[config.mk]
export PLATFORM = sky130hd
export DESIGN_NAME = blaster_jtag_shifter_flat
export DESIGN_NICKNAME = d
export VERILOG_FILES = /design/src/rtl/blaster_pkg.sv /design/src/rtl/blaster_jtag_shifter_if.sv /design/src/rtl/blaster_jtag_shifter.sv /design/src/flat_wrapper.sv
export SDC_FILE = /design/constraint.sdc
export NUM_CORES = 1
export LEC_CHECK = 0
export BUFFER_PORTS_ARGS = -buffer_cell sky130_fd_sc_hd__buf_2
export CAP_MARGIN = 0
export CORE_ASPECT_RATIO = 2
export CORE_MARGIN = 4
export CORE_UTILIZATION = 55
export DETAILED_ROUTE_END_ITERATION = 8
export GPL_TIMING_DRIVEN = 0
export MAX_ROUTING_LAYER = met4
export PLACE_DENSITY = 0.78
export SLEW_MARGIN = 25
export SYNTH_ARGS = -nofsm -noshare
export SYNTH_HDL_FRONTEND = slang
export SYNTH_SLANG_ARGS = --single-unit
[constraint.sdc]
create_clock -name i_clk -period 3.7 [get_ports i_clk]
set_clock_uncertainty 0.1 [all_clocks]
set_input_delay 0.37 -clock i_clk [delete_from_list [all_inputs] [get_ports i_clk]]
set_output_delay 0.37 -clock i_clk [all_outputs]
set_load 0.005 [all_outputs]
[src/rtl/blaster_pkg.sv]
`default_nettype none
// +----------------------------------------------------------------------+
// | blaster_pkg: shared types and constants for the JTAG shift engine.   |
// | Revision: 1.0                                                        |
// +----------------------------------------------------------------------+
package blaster_pkg;

  typedef enum logic [1:0] {
    IDLE   = 2'd0,
    LOW    = 2'd1,
    HIGH   = 2'd2,
    RESULT = 2'd3
  } shift_state_t;

  localparam int BITS_PER_BYTE = 8;
  localparam int TCK_HALF_MIN  = 2;

endpackage
`default_nettype wire

[src/rtl/blaster_jtag_shifter_if.sv]
`default_nettype none
// +----------------------------------------------------------------------+
// | blaster_jtag_shifter_if: byte stream, result stream and JTAG pins.   |
// | Revision: 1.0                                                        |
// +----------------------------------------------------------------------+
interface blaster_jtag_shifter_if;
  import blaster_pkg::*;

  logic [BITS_PER_BYTE-1:0] i_byte;
  logic                     i_read;
  logic                     i_tms;
  logic                     i_valid;
  logic                     o_ready;
  logic [BITS_PER_BYTE-1:0] o_rd_byte;
  logic                     o_rd_valid;
  logic                     i_rd_ready;
  logic                     o_tck;
  logic                     o_tdi;
  logic                     o_tms;
  logic                     i_tdo;
  logic                     o_busy;

  modport slave (
    input  i_byte, i_read, i_tms, i_valid, i_rd_ready, i_tdo,
    output o_ready, o_rd_byte, o_rd_valid, o_tck, o_tdi, o_tms, o_busy
  );

  modport master (
    output i_byte, i_read, i_tms, i_valid, i_rd_ready, i_tdo,
    input  o_ready, o_rd_byte, o_rd_valid, o_tck, o_tdi, o_tms, o_busy
  );

endinterface
`default_nettype wire

[src/rtl/blaster_jtag_shifter.sv]
`default_nettype none
// +----------------------------------------------------------------------+
// | blaster_jtag_shifter: shifts one byte LSB-first over JTAG, optional  |
// | TDO capture returned as a result byte. Revision: 1.0                 |
// +----------------------------------------------------------------------+
module blaster_jtag_shifter
  import blaster_pkg::*;
#(
  parameter int TCK_HALF_CLKS = 2
) (
  input  wire logic              i_clk,
  input  wire logic              i_reset_n,
  blaster_jtag_shifter_if.slave  bus
);

  localparam int                  c_HALF_W      = $clog2(TCK_HALF_CLKS);
  localparam logic [c_HALF_W-1:0] c_HALF_RELOAD = c_HALF_W'(TCK_HALF_CLKS - 1);
  localparam logic [2:0]          c_LAST_BIT    = 3'(BITS_PER_BYTE - 1);

  generate
    if (TCK_HALF_CLKS < TCK_HALF_MIN) begin : g_bad_half
      $error("TCK_HALF_CLKS must be at least 2");
    end
  endgenerate

  shift_state_t             r_state;
  shift_state_t             w_state_next;
  logic                     w_accept;
  logic                     w_half_done;
  logic [c_HALF_W-1:0]      r_half;
  logic [2:0]               r_bit_cnt;
  logic [BITS_PER_BYTE-1:0] r_sh;
  logic [BITS_PER_BYTE-1:0] r_cap;
  logic [BITS_PER_BYTE-1:0] r_rd_byte;
  logic                     r_rd;
  logic                     r_tdo;
  logic                     r_tck;
  logic                     r_tdi;
  logic                     r_tms;
  logic                     r_rd_valid;

  assign w_half_done = (r_half == '0);

  always_ff @(posedge i_clk or negedge i_reset_n) begin
    if (!i_reset_n) r_state <= IDLE;
    else            r_state <= w_state_next;
  end

  always_comb begin
    w_state_next = r_state;
    w_accept     = 1'b0;
    case (r_state)
      IDLE: begin
        if (bus.i_valid) begin
          w_accept     = 1'b1;
          w_state_next = LOW;
        end
      end
      LOW: begin
        if (w_half_done) w_state_next = HIGH;
      end
      HIGH: begin
        if (w_half_done) begin
          if (r_bit_cnt != c_LAST_BIT) w_state_next = LOW;
          else if (r_rd)               w_state_next = RESULT;
          else                         w_state_next = IDLE;
        end
      end
      RESULT: begin
        if (bus.i_rd_ready) w_state_next = IDLE;
      end
      default: w_state_next = IDLE;
    endcase
  end

  // Datapath follows the same phase-completion events the FSM decodes.
  always_ff @(posedge i_clk or negedge i_reset_n) begin
    if (!i_reset_n) begin
      r_half     <= '0;
      r_bit_cnt  <= '0;
      r_sh       <= '0;
      r_cap      <= '0;
      r_rd_byte  <= '0;
      r_rd       <= 1'b0;
      r_tdo      <= 1'b0;
      r_tck      <= 1'b0;
      r_tdi      <= 1'b0;
      r_tms      <= 1'b0;
      r_rd_valid <= 1'b0;
    end else begin
      r_tdo <= bus.i_tdo;
      if (w_accept) begin
        r_sh      <= bus.i_byte;
        r_rd      <= bus.i_read;
        r_tms     <= bus.i_tms;
        r_bit_cnt <= '0;
        r_tdi     <= bus.i_byte[0];
        r_half    <= c_HALF_RELOAD;
      end else begin
        case (r_state)
          IDLE: r_tms <= bus.i_tms;
          LOW: begin
            if (w_half_done) begin
              r_tck            <= 1'b1;
              r_half           <= c_HALF_RELOAD;
              r_cap[r_bit_cnt] <= r_tdo;
            end else begin
              r_half <= r_half - 1'b1;
            end
          end
          HIGH: begin
            if (w_half_done) begin
              r_tck  <= 1'b0;
              r_half <= c_HALF_RELOAD;
              if (r_bit_cnt != c_LAST_BIT) begin
                r_bit_cnt <= r_bit_cnt + 3'd1;
                r_tdi     <= r_sh[r_bit_cnt + 3'd1];
              end else if (r_rd) begin
                r_rd_byte  <= r_cap;
                r_rd_valid <= 1'b1;
              end
            end else begin
              r_half <= r_half - 1'b1;
            end
          end
          RESULT: begin
            if (bus.i_rd_ready) r_rd_valid <= 1'b0;
          end
          default: ;
        endcase
      end
    end
  end

  assign bus.o_ready    = (r_state == IDLE);
  assign bus.o_busy     = (r_state != IDLE);
  assign bus.o_tck      = r_tck;
  assign bus.o_tdi      = r_tdi;
  assign bus.o_tms      = r_tms;
  assign bus.o_rd_byte  = r_rd_byte;
  assign bus.o_rd_valid = r_rd_valid;

endmodule
`default_nettype wire
[src/flat_wrapper.sv]
// flat-port wrapper written by rule: the top's interface ports become plain ports
module blaster_jtag_shifter_flat import blaster_pkg::*;
#(
  parameter int TCK_HALF_CLKS = 2
)
  (i_clk, i_reset_n, bus_i_byte, bus_i_read, bus_i_tms, bus_i_valid, bus_i_rd_ready, bus_i_tdo, bus_o_ready, bus_o_rd_byte, bus_o_rd_valid, bus_o_tck, bus_o_tdi, bus_o_tms, bus_o_busy);
  blaster_jtag_shifter_if bus_i ();
  input  wire logic i_clk;
  input  wire logic i_reset_n;
  input wire logic [$bits(bus_i.i_byte)-1:0] bus_i_byte;
  input wire logic [$bits(bus_i.i_read)-1:0] bus_i_read;
  input wire logic [$bits(bus_i.i_tms)-1:0] bus_i_tms;
  input wire logic [$bits(bus_i.i_valid)-1:0] bus_i_valid;
  input wire logic [$bits(bus_i.i_rd_ready)-1:0] bus_i_rd_ready;
  input wire logic [$bits(bus_i.i_tdo)-1:0] bus_i_tdo;
  output wire logic [$bits(bus_i.o_ready)-1:0] bus_o_ready;
  output wire logic [$bits(bus_i.o_rd_byte)-1:0] bus_o_rd_byte;
  output wire logic [$bits(bus_i.o_rd_valid)-1:0] bus_o_rd_valid;
  output wire logic [$bits(bus_i.o_tck)-1:0] bus_o_tck;
  output wire logic [$bits(bus_i.o_tdi)-1:0] bus_o_tdi;
  output wire logic [$bits(bus_i.o_tms)-1:0] bus_o_tms;
  output wire logic [$bits(bus_i.o_busy)-1:0] bus_o_busy;
  assign bus_i.i_byte = bus_i_byte;
  assign bus_i.i_read = bus_i_read;
  assign bus_i.i_tms = bus_i_tms;
  assign bus_i.i_valid = bus_i_valid;
  assign bus_i.i_rd_ready = bus_i_rd_ready;
  assign bus_i.i_tdo = bus_i_tdo;
  assign bus_o_ready = bus_i.o_ready;
  assign bus_o_rd_byte = bus_i.o_rd_byte;
  assign bus_o_rd_valid = bus_i.o_rd_valid;
  assign bus_o_tck = bus_i.o_tck;
  assign bus_o_tdi = bus_i.o_tdi;
  assign bus_o_tms = bus_i.o_tms;
  assign bus_o_busy = bus_i.o_busy;
  blaster_jtag_shifter #(.TCK_HALF_CLKS(TCK_HALF_CLKS)) u_core (.i_clk(i_clk), .i_reset_n(i_reset_n), .bus(bus_i));
endmodule
# Yosys cells after proc, flatten, opt, wreduce, memory -nomap -nowiden
# Index checks and enable logic that the tools add are counted.
# classes
n_bitwise,3
order_cmp,3
n_eq_ne,11
add_sub_neg,2
reduce_logical,16
mux,35
# ops
operator,n
1-bit two-way mux,19
2-bit nonzero test,7
2-bit two-way mux,6
3-bit two-way mux,4
"2-bit != test, second input constant",5
8-bit bitwise mux,1
"3-bit by 4-bit less-than comparator with 1-bit output, second input constant",2
2-bit one-hot mux with 4 select lines,1
4-bit AND reduction,2
3-bit AND reduction,2
6-bit AND reduction,1
5-bit AND reduction,1
"2-bit == test, second input constant",2
"2-bit by 1-bit != test with 1-bit output, second input constant",2
1-bit one-hot mux with 2 select lines,2
"3-bit by 1-bit adder with 3-bit output, second input constant",1
1-bit binary-select mux with 3-bit select,1
1-bit demux with 3-bit select,1
"3-bit by 1-bit greater-or-equal comparator with 1-bit output, second input constant",1
"3-bit != test, second input constant",1
1-bit inverter,3
"2-bit by 1-bit == test with 1-bit output, second input constant",1
2-bit zero test,1
2-bit OR reduction,1
2 further kinds,2
# word_totals
register_bits,36
wordCells,82
input_bits,15
output_inout_bits,14

# Depth between registers and ports, before layout
# Gate-level depths: netlist of run 1.
# logic_depth
depth_word,7
ltp_mapped,6
mapped_depth_nobuf,6

# Worst setup path after synthesis of run 1
# Ideal clock, no wire load.
# synth_path
kind,register to register
from,register u_core.r_state[0]
to,register u_core.r_cap[2]
setup_ps,128
arrival_ps,1537
path_slack_ps,1935
n_path_buf,0
required_time_ps,3472
synth_period_minus_slack_ps,1765
stages_incl_launch_ff,7
path_cell_list,dfrtp_1 > inv_1 > ha_1 > a21oi_4 > nand3b_2 > nor3b_2 > mux2_1
# synth_via
elab_chain_cells,4
word_cells_on_any_way,5
cone_classes,1 x eq/ne; 1 x mux; 1 x bitwise; 2 x reduce/logical
# synth_lines
item,line_no,rtl
from (decl),blaster_jtag_shifter.sv:26,shift_state_t r_state;
from (signal assigned),blaster_jtag_shifter.sv:46,else r_state <= w_state_next;
2-bit zero test,--,
via bus_o_ready,flat_wrapper.sv:16,output wire logic [$bits(bus_i.o_ready)-1:0] bus_o_ready;
1-bit two-way mux,blaster_jtag_shifter.sv:52,case (r_state)
1-bit inverter (no source line),--,
3-bit AND reduction (no source line),--,
"to (signal, indexed assignment)",blaster_jtag_shifter.sv:106,r_cap[r_bit_cnt] <= r_tdo;
to (decl),blaster_jtag_shifter.sv:33,logic [BITS_PER_BYTE-1:0] r_cap;
# The timed path passes the listed nets, and every way through them passes these cells.
# A chain may end at the register's enable or synchronous reset.

# Worst setup path after layout of run 1
# layout_path
from,register u_core.r_state[0]
to,register u_core.r_cap[2]
# layout_via
elab_chain_cells,4
word_cells_on_any_way,5
cone_classes,1 x eq/ne; 1 x mux; 1 x bitwise; 2 x reduce/logical
# layout_lines
item,line_no
2-bit zero test,blaster_jtag_shifter.sv:52
1-bit two-way mux,blaster_jtag_shifter.sv:52
1-bit inverter (no source line),--
3-bit AND reduction (no source line) *,--
# Every way passes the cells marked *; elsewhere a longest branch is shown, timed or not.

==> results.sh, run 1 <==
export IMPL_synthesis_area_mm2=0.00168
export IMPL_critical_path_endpoint_type="register"
export IMPL_placementRows=28
export IMPL_ys_warn_count=0
export IMPL_synth_nets=162
export IMPL_setup_ws_ps=1690
export IMPL_rsz0062_at_grt="no"
export IMPL_clock_path_buffers=2
export IMPL_fin_setup_tns_ps=0
export IMPL_worst_path_max_fanout=5
export IMPL_post_route_util_pct=66.3
export IMPL_hold_class="in2async"
export IMPL_fillers=235
export IMPL_path_cells="inv_1, ha_1, a21oi_4, nand3b_2, nor3b_2, mux2_1"
export IMPL_die_area_mm2=0.00406
export IMPL_drive_gt1_share_pct=31.8
export IMPL_crit_required_ps=3760
export IMPL_clk_pin_slew_ps=70
export IMPL_hpwl_um=2500
export IMPL_clock_latency_ps=280
export IMPL_finalHoldViolations=0
export IMPL_ant_nets=0
export IMPL_cts_tree="done"
export IMPL_die_w_um=47.1
export IMPL_status="complete, no violations"
export IMPL_ctsResizeCount=0
export IMPL_pre_cts_ws_ps=1690
export IMPL_gr_usage_all_layers_pct=19.0
export IMPL_drt_iter0_markers=19
export IMPL_synth_area_per_cell_um2=12.0
export IMPL_cts_setup_buffers=0
export IMPL_final_max_slew_viol_count=0
export IMPL_fin_total_pwr_mw=1.32
export IMPL_synth_top_cell_by_area="dfrtp_1"
export IMPL_peakVddDrop_uv=493
export IMPL_wl_per_cell_um=15.2
export IMPL_drc=0
export IMPL_start_kind="register"
export IMPL_crit_arrival_ps=2070
export IMPL_ys_seq_area_share_pct=53.5
export IMPL_yosys_top_cells_area="dfrtp_1 54%, nand2_1 7.8%, mux2_2 7.4%"
export IMPL_cpMaxStageDelayCell="dfrtp_1"
export IMPL_h_tree_depth=2
export IMPL_tightest_slew_ps=761
export IMPL_cts_hold_buffers=0
export IMPL_path_class="reg2reg"
export IMPL_fin_nets=197
export IMPL_cts_buffers=5
export IMPL_final_min_clock_period_ps=2010
export IMPL_core_area_mm2=0.00294
export IMPL_crit_family="simple AND/OR/NAND/NOR gates"
export IMPL_num_vias=1145
export IMPL_hold_ws_ps=54.2
export IMPL_yosysTopAreaCellShare_pct=53.5
export IMPL_dr_pass1_iters=4
export IMPL_max_slew_margin_pct=49.2
export IMPL_fin_crit_sh_pct=54.2
export IMPL_place_gp_congestion=0.826
export IMPL_grt_max_degree=37
export IMPL_syn_inst=140
export IMPL_critPathBufInv=1
export IMPL_p_leak_nw=0.997
export IMPL_start_util_pct=57.2
export IMPL_cp_slowest_stage_delay_ps=380
export IMPL_power_density_mw_per_mm2=679
export IMPL_antenna_found_initial=0
export IMPL_drv_cap=0
export IMPL_critPathLaunch="u_core.r_state[0]"
export IMPL_ys_ff_latch=36
export IMPL_grt_pass1_vias=1287
export IMPL_ys_types=30
export IMPL_grt_overflow=0
export IMPL_r2r_start="u_core.r_state[0]"
export IMPL_fmax_mhz=498
export IMPL_cts_sinks=36
export IMPL_port_buffers=28
export IMPL_finalWirelength_um=3140
export IMPL_fp_dieH_um=86.2
export IMPL_drt_vias_per_instance=5.56
export IMPL_top_level_ports=29
export IMPL_root_buffer="clkbuf_8"
export IMPL_setup_viol=0
export IMPL_grt_pass1_wl_um=5420
export IMPL_antennaDiodeCount=0
export IMPL_area_growth_syn_to_layout_pct=15.9
-- sequential cells by signal, indices dropped and copies added (netlist names) --
name,count
u_core.r_tdo,1
u_core.r_state,2
u_core.r_sh,8
u_core.bus.o_rd_valid,1
u_core.bus.o_tck,1
u_core.bus.o_rd_byte,8
u_core.r_half,1
u_core.r_cap,8
u_core.r_bit_cnt,3
u_core.bus.o_tdi,1
u_core.r_rd,1
u_core.bus.o_tms,1
-- cell families (layout without fill, tap and decap cells) --
family / count (synthesis) / after routing / share of synthesized area, %
and+or+nand+nor: 58 / 58 / 18.8
buffers and inverters: 5 / 41 / 1.12
DFF: 36 / 36 / 53.5
adders and majority gates: 7 / 7 / 5.20
xor gates and xnor gates: 2 / 2 / 1.04
AOI/OAI and AO/OA: 11 / 11 / 5.06
muxes: 21 / 21 / 15.2
-- cell usage in the layout, fill, tap and decap left out --
cell / netlist / final
nand4b_2: 1 / 1
nor3_1: 2 / 2
and2_1: 1 / 1
buf_2: 0 / 28
o21ai_0: 1 / 1
inv_1: 3 / 3
and3_1: 1 / 1
nand2b_1: 2 / 2
a22o_1: 1 / 1
nand3_2: 1 / 1
mux2_2: 11 / 11
nand3b_2: 1 / 1
a211oi_1: 1 / 1
xnor2_1: 2 / 2
nand3_1: 1 / 1
mux4_2: 2 / 2
nor3b_4: 1 / 1
nand4_1: 2 / 2
nand4b_1: 1 / 1
clkbuf_8: 0 / 6
nor3b_2: 4 / 4
nand2_1: 35 / 35
nor2_1: 5 / 5
clkbuf_1: 2 / 4
ha_1: 7 / 7
o2111ai_1: 2 / 2
mux2i_1: 2 / 2
o31ai_1: 2 / 2
a21oi_4: 1 / 1
dfrtp_1: 36 / 36
a21oi_1: 3 / 3
mux2_1: 6 / 6
-- synthesized netlist by cell type --
cell type  count
a211oi_1       1
a21oi_1        3
a21oi_4        1
a22o_1         1
and2_1         1
and3_1         1
clkbuf_1       2
dfrtp_1       36
ha_1           7
inv_1          3
mux2_1         6
mux2_2        11
mux2i_1        2
mux4_2         2
nand2_1       35
nand2b_1       2
nand3_1        1
nand3_2        1
nand3b_2       1
nand4_1        2
nand4b_1       1
nand4b_2       1
nor2_1         5
nor3_1         2
nor3b_2        4
nor3b_4        1
o2111ai_1      2
o21ai_0        1
o31ai_1        2
xnor2_1        2
-- routing by layer --
| metal | wire length, um | global-route usage (%) | vias to the layer above |
|---|---|---|---|
| li1 | - | - | 555 |
| met5 | 0 | - | - |
| met3 | 133 | 3.74 | 7 |
| met4 | 84 | 10.3 | 0 |
| met1 | 1080 | 17.8 | 558 |
| met2 | 1840 | 33.5 | 25 |
-- worst register-to-register path: cells and delay by family (launching register included) --
family	cells	cell delay, ps
and+or+nand+nor	2	410
muxes	1	350
adders and majority gates	1	300
buffers and inverters	1	120
AOI/OAI and AO/OA	1	210
DFF	1	380
-- through the flow --
step	cells	instance area [um^2]
after floorplan	140	1680
after global placement	198	1860
after detailed placement	198	1860
after CTS	206	1950
after global routing	206	1950
final	206	1950
-- worst paths after layout --
path / cells after the start / slack [ps] / endpoint
max in group asynchronous: 1 / 2950 / u_core.r_sh[4]
max reg2reg: 6 / 1690 / u_core.r_cap[2]
max: 6 / 1690 / u_core.r_cap[2]
min reg2reg: 2 / 380 / u_core.r_sh[4]
min: 1 / 50 / u_core.r_state[1]
min in group i_clk: 1 / 100 / u_core.r_tdo
-- power breakdown --
part / switching, mW / leakage [nW] / internal (mW)
clock: 0.125 / 0.0455 / 0.152
combinational: 0.235 / 0.487 / 0.207
sequential: 0.0940 / 0.465 / 0.511
total: 0.454 / 0.997 / 0.870
-- final cells by class --
type                    count  area, um^2  area share (%)
multi-input cells          99         763            39.1
flip-flops and latches     36         901            46.2
well taps                  30        37.5            1.92
inverters                   3        11.3           0.577
plain buffers               2        7.51           0.385
repair buffers             28         140            7.18
clock buffers               8        90.1            4.62
(Power assumes the default switching activity.)
==> run 2: changes to the inputs <==
--- a/config.mk
+++ b/config.mk
@@ -9,11 +9,11 @@
 export CAP_MARGIN = 0
 export CORE_ASPECT_RATIO = 2
 export CORE_MARGIN = 4
-export CORE_UTILIZATION = 55
+export CORE_UTILIZATION = 49
 export DETAILED_ROUTE_END_ITERATION = 8
 export GPL_TIMING_DRIVEN = 0
 export MAX_ROUTING_LAYER = met4
-export PLACE_DENSITY = 0.78
+export PLACE_DENSITY = 0.74
 export SLEW_MARGIN = 25
 export SYNTH_ARGS = -nofsm -noshare
 export SYNTH_HDL_FRONTEND = slang
==> constraint.sdc (replaced) <==
create_clock -name i_clk -period 1.7 [get_ports i_clk]
set_clock_uncertainty 0.1 [all_clocks]
set_input_delay 0.17 -clock i_clk [delete_from_list [all_inputs] [get_ports i_clk]]
set_output_delay 0.17 -clock i_clk [all_outputs]
set_load 0.005 [all_outputs]
==> run 2 against run 1 <==
  * The flow now finishes with violations (negative setup slack)
  * Routed wire length rose by 9.7%
  * Combinational power rose to 2.9 times the previous value
  * Maximum frequency rose by 18%
  * Sequential power rose by 110%
  * Count of clock-buffer cells in the layout fell by 2
  * Power rose by 150%
  * Clock power rose to 2.6 times the previous value
  * Critical endpoint is now u_core.r_cap[5]
==> results.sh, run 2 (synthesis gave the netlist of run 1 again) <==
export IMPL_status="finished, violations left"
export IMPL_violations="negative setup slack"
export IMPL_fin_setup_tns_ps=-0.792
export IMPL_grt_overflow=0
export IMPL_root_buffer="clkbuf_8"
export IMPL_antenna_found_initial=0
export IMPL_cts_buffers=5
export IMPL_final_min_clock_period_ps=1700
export IMPL_area_growth_syn_to_layout_pct=31.6
export IMPL_clock_latency_ps=290
export IMPL_fmax_mhz=588
export IMPL_start_util_pct=52.1
export IMPL_path_cells="inv_2, ha_4, a21oi_4, nand3_4, nor3b_2, mux2_4"
export IMPL_h_tree_depth=2
export IMPL_die_w_um=49.4
export IMPL_drv_cap=0
export IMPL_drc=0
export IMPL_layout_cells_non_filler=226
export IMPL_final_max_slew_viol_count=0
export IMPL_core_area_mm2=0.00323
export IMPL_layout_common_cells="34 x nand2_1, 33 x dfrtp_1, 28 x buf_2"
export IMPL_hpwl_um=2440
export IMPL_dr_pass1_iters=2
export IMPL_drive_gt1_share_pct=42.6
export IMPL_top_level_ports=29
export IMPL_grt_pass1_wl_um=6070
export IMPL_grt_max_degree=37
export IMPL_cp_slowest_stage_delay_ps=370
export IMPL_fin_nets=216
export IMPL_drt_iter0_markers=10
export IMPL_gr_usage_all_layers_pct=18.1
export IMPL_hold_ws_ps=4.61
export IMPL_power_density_mw_per_mm2=1490
export IMPL_drt_vias_per_instance=5.43
export IMPL_clk_pin_slew_ps=70
export IMPL_hold_path_startpoint="bus_i_byte[0]"
export IMPL_reg2regPathDepth=6
export IMPL_dp_cells=199
export IMPL_place_gp_congestion=0.792
export IMPL_hold_depth=3
export IMPL_fp_dieH_um=90.9
export IMPL_critical_path_endpoint_type="register"
export IMPL_pre_cts_ws_ps=-183
export IMPL_port_buffers=28
export IMPL_ant_nets=0
export IMPL_layout_commonest_cell="nand2_1"
export IMPL_finalWirelength_um=3440
export IMPL_p_leak_nw=1.13
export IMPL_setup_viol=1
export IMPL_peakVddDrop_uv=1060
export IMPL_reg2reg_to="u_core.r_cap[5]"
export IMPL_fin_crit_sh_pct=100
export IMPL_setup_ws_ps=-0.792
export IMPL_cts_sinks=36
export IMPL_hold_class="in2reg"
export IMPL_post_route_util_pct=68.6
export IMPL_die_area_mm2=0.00449
export IMPL_tightest_slew_ps=779
export IMPL_crit_arrival_ps=1780
export IMPL_finalHoldViolations=0
export IMPL_max_slew_margin_pct=48.1
export IMPL_antennaDiodeCount=0
export IMPL_cpMaxStageDelayCell="dfrtp_1"
export IMPL_clock_path_buffers=2
export IMPL_start_kind="register"
export IMPL_cts_tree="done"
export IMPL_rsz0062_at_grt="yes"
export IMPL_crit_required_ps=1770
export IMPL_reg2reg_slack_ps=-0.8
export IMPL_num_vias=1227
export IMPL_path_class="reg2reg"
export IMPL_fillers=234
export IMPL_grt_pass1_vias=1351
export IMPL_wl_per_cell_um=15.2
export IMPL_hold_end="u_core.r_sh[0]"
export IMPL_r2r_start="u_core.r_state[1]"
export IMPL_placementRows=29
export IMPL_worst_path_max_fanout=4
## run 2: repair_timing
action                                 CTS  global route
gates resized for setup                 11             9
endpoints found under the hold margin   45             0
setup endpoints to repair               28            33
pin swaps                                7             4
buffers inserted                         8             1
cloned                                   0             0
hold buffers                            10             0
## run 2: stage by stage
step	area (um^2)	total power, mW
after floorplan	1690	2.01
after global placement	1870	2.24
after detailed placement	1870	2.31
after CTS	2190	3.27
after global routing	2210	3.53
final	2210	3.29
## run 2: cell type report
class	instances	area, um^2	area share [%]
clock buffers	6	72.6	3.28
plain buffers	2	10.0	0.452
multi-input cells	99	835	37.7
inverters	3	11.3	0.508
repair buffers	47	308	13.9
flip-flops and latches	36	905	40.8
clock inverters	2	35.0	1.58
well taps	31	38.8	1.75
## run 2: critical path, delay by kind of cell (launching register included)
kind	cells	cell delay, ps
AND/OR/NAND/NOR	2	340
flip-flops	1	370
adder cells (fa/ha/maj)	1	170
multiplexers	1	320
AO/OA/AOI/OAI	1	220
buffers and inverters	1	70
## run 2: how the worst max path moves through the flow
stage                         from                 endpoint  slack (ps)  depth (start not counted)
2_1_floorplan    u_core.r_state[0]          u_core.r_cap[2]          -2                          6
5_1_grt          u_core.r_state[0]          u_core.r_cap[5]        -100                          6
3_5_place_dp   u_core.r_bit_cnt[1]  u_core.bus.o_rd_byte[6]        -180                          4
4_1_cts          u_core.r_state[1]          u_core.r_cap[5]         -60                          6
6_report         u_core.r_state[1]          u_core.r_cap[5]        -0.8                          6
3_3_place_gp   u_core.r_bit_cnt[1]  u_core.bus.o_rd_byte[7]        -120                          4
## run 2: where the power goes
group          leakage [nW]  internal [mW]  total, mW  switching (mW)
combinational         0.616          0.641       1.27           0.630
sequential            0.460           1.12       1.29           0.175
clock                0.0552          0.435      0.729           0.294
total                  1.13           2.19       3.29            1.10
## run 2: routing by layer
layer	part of all wire (%)	global-route usage (%)
met1	37	19.0
met2	57	30.3
met3	3.9	4.46
met4	2.7	10.2
met5	0	-
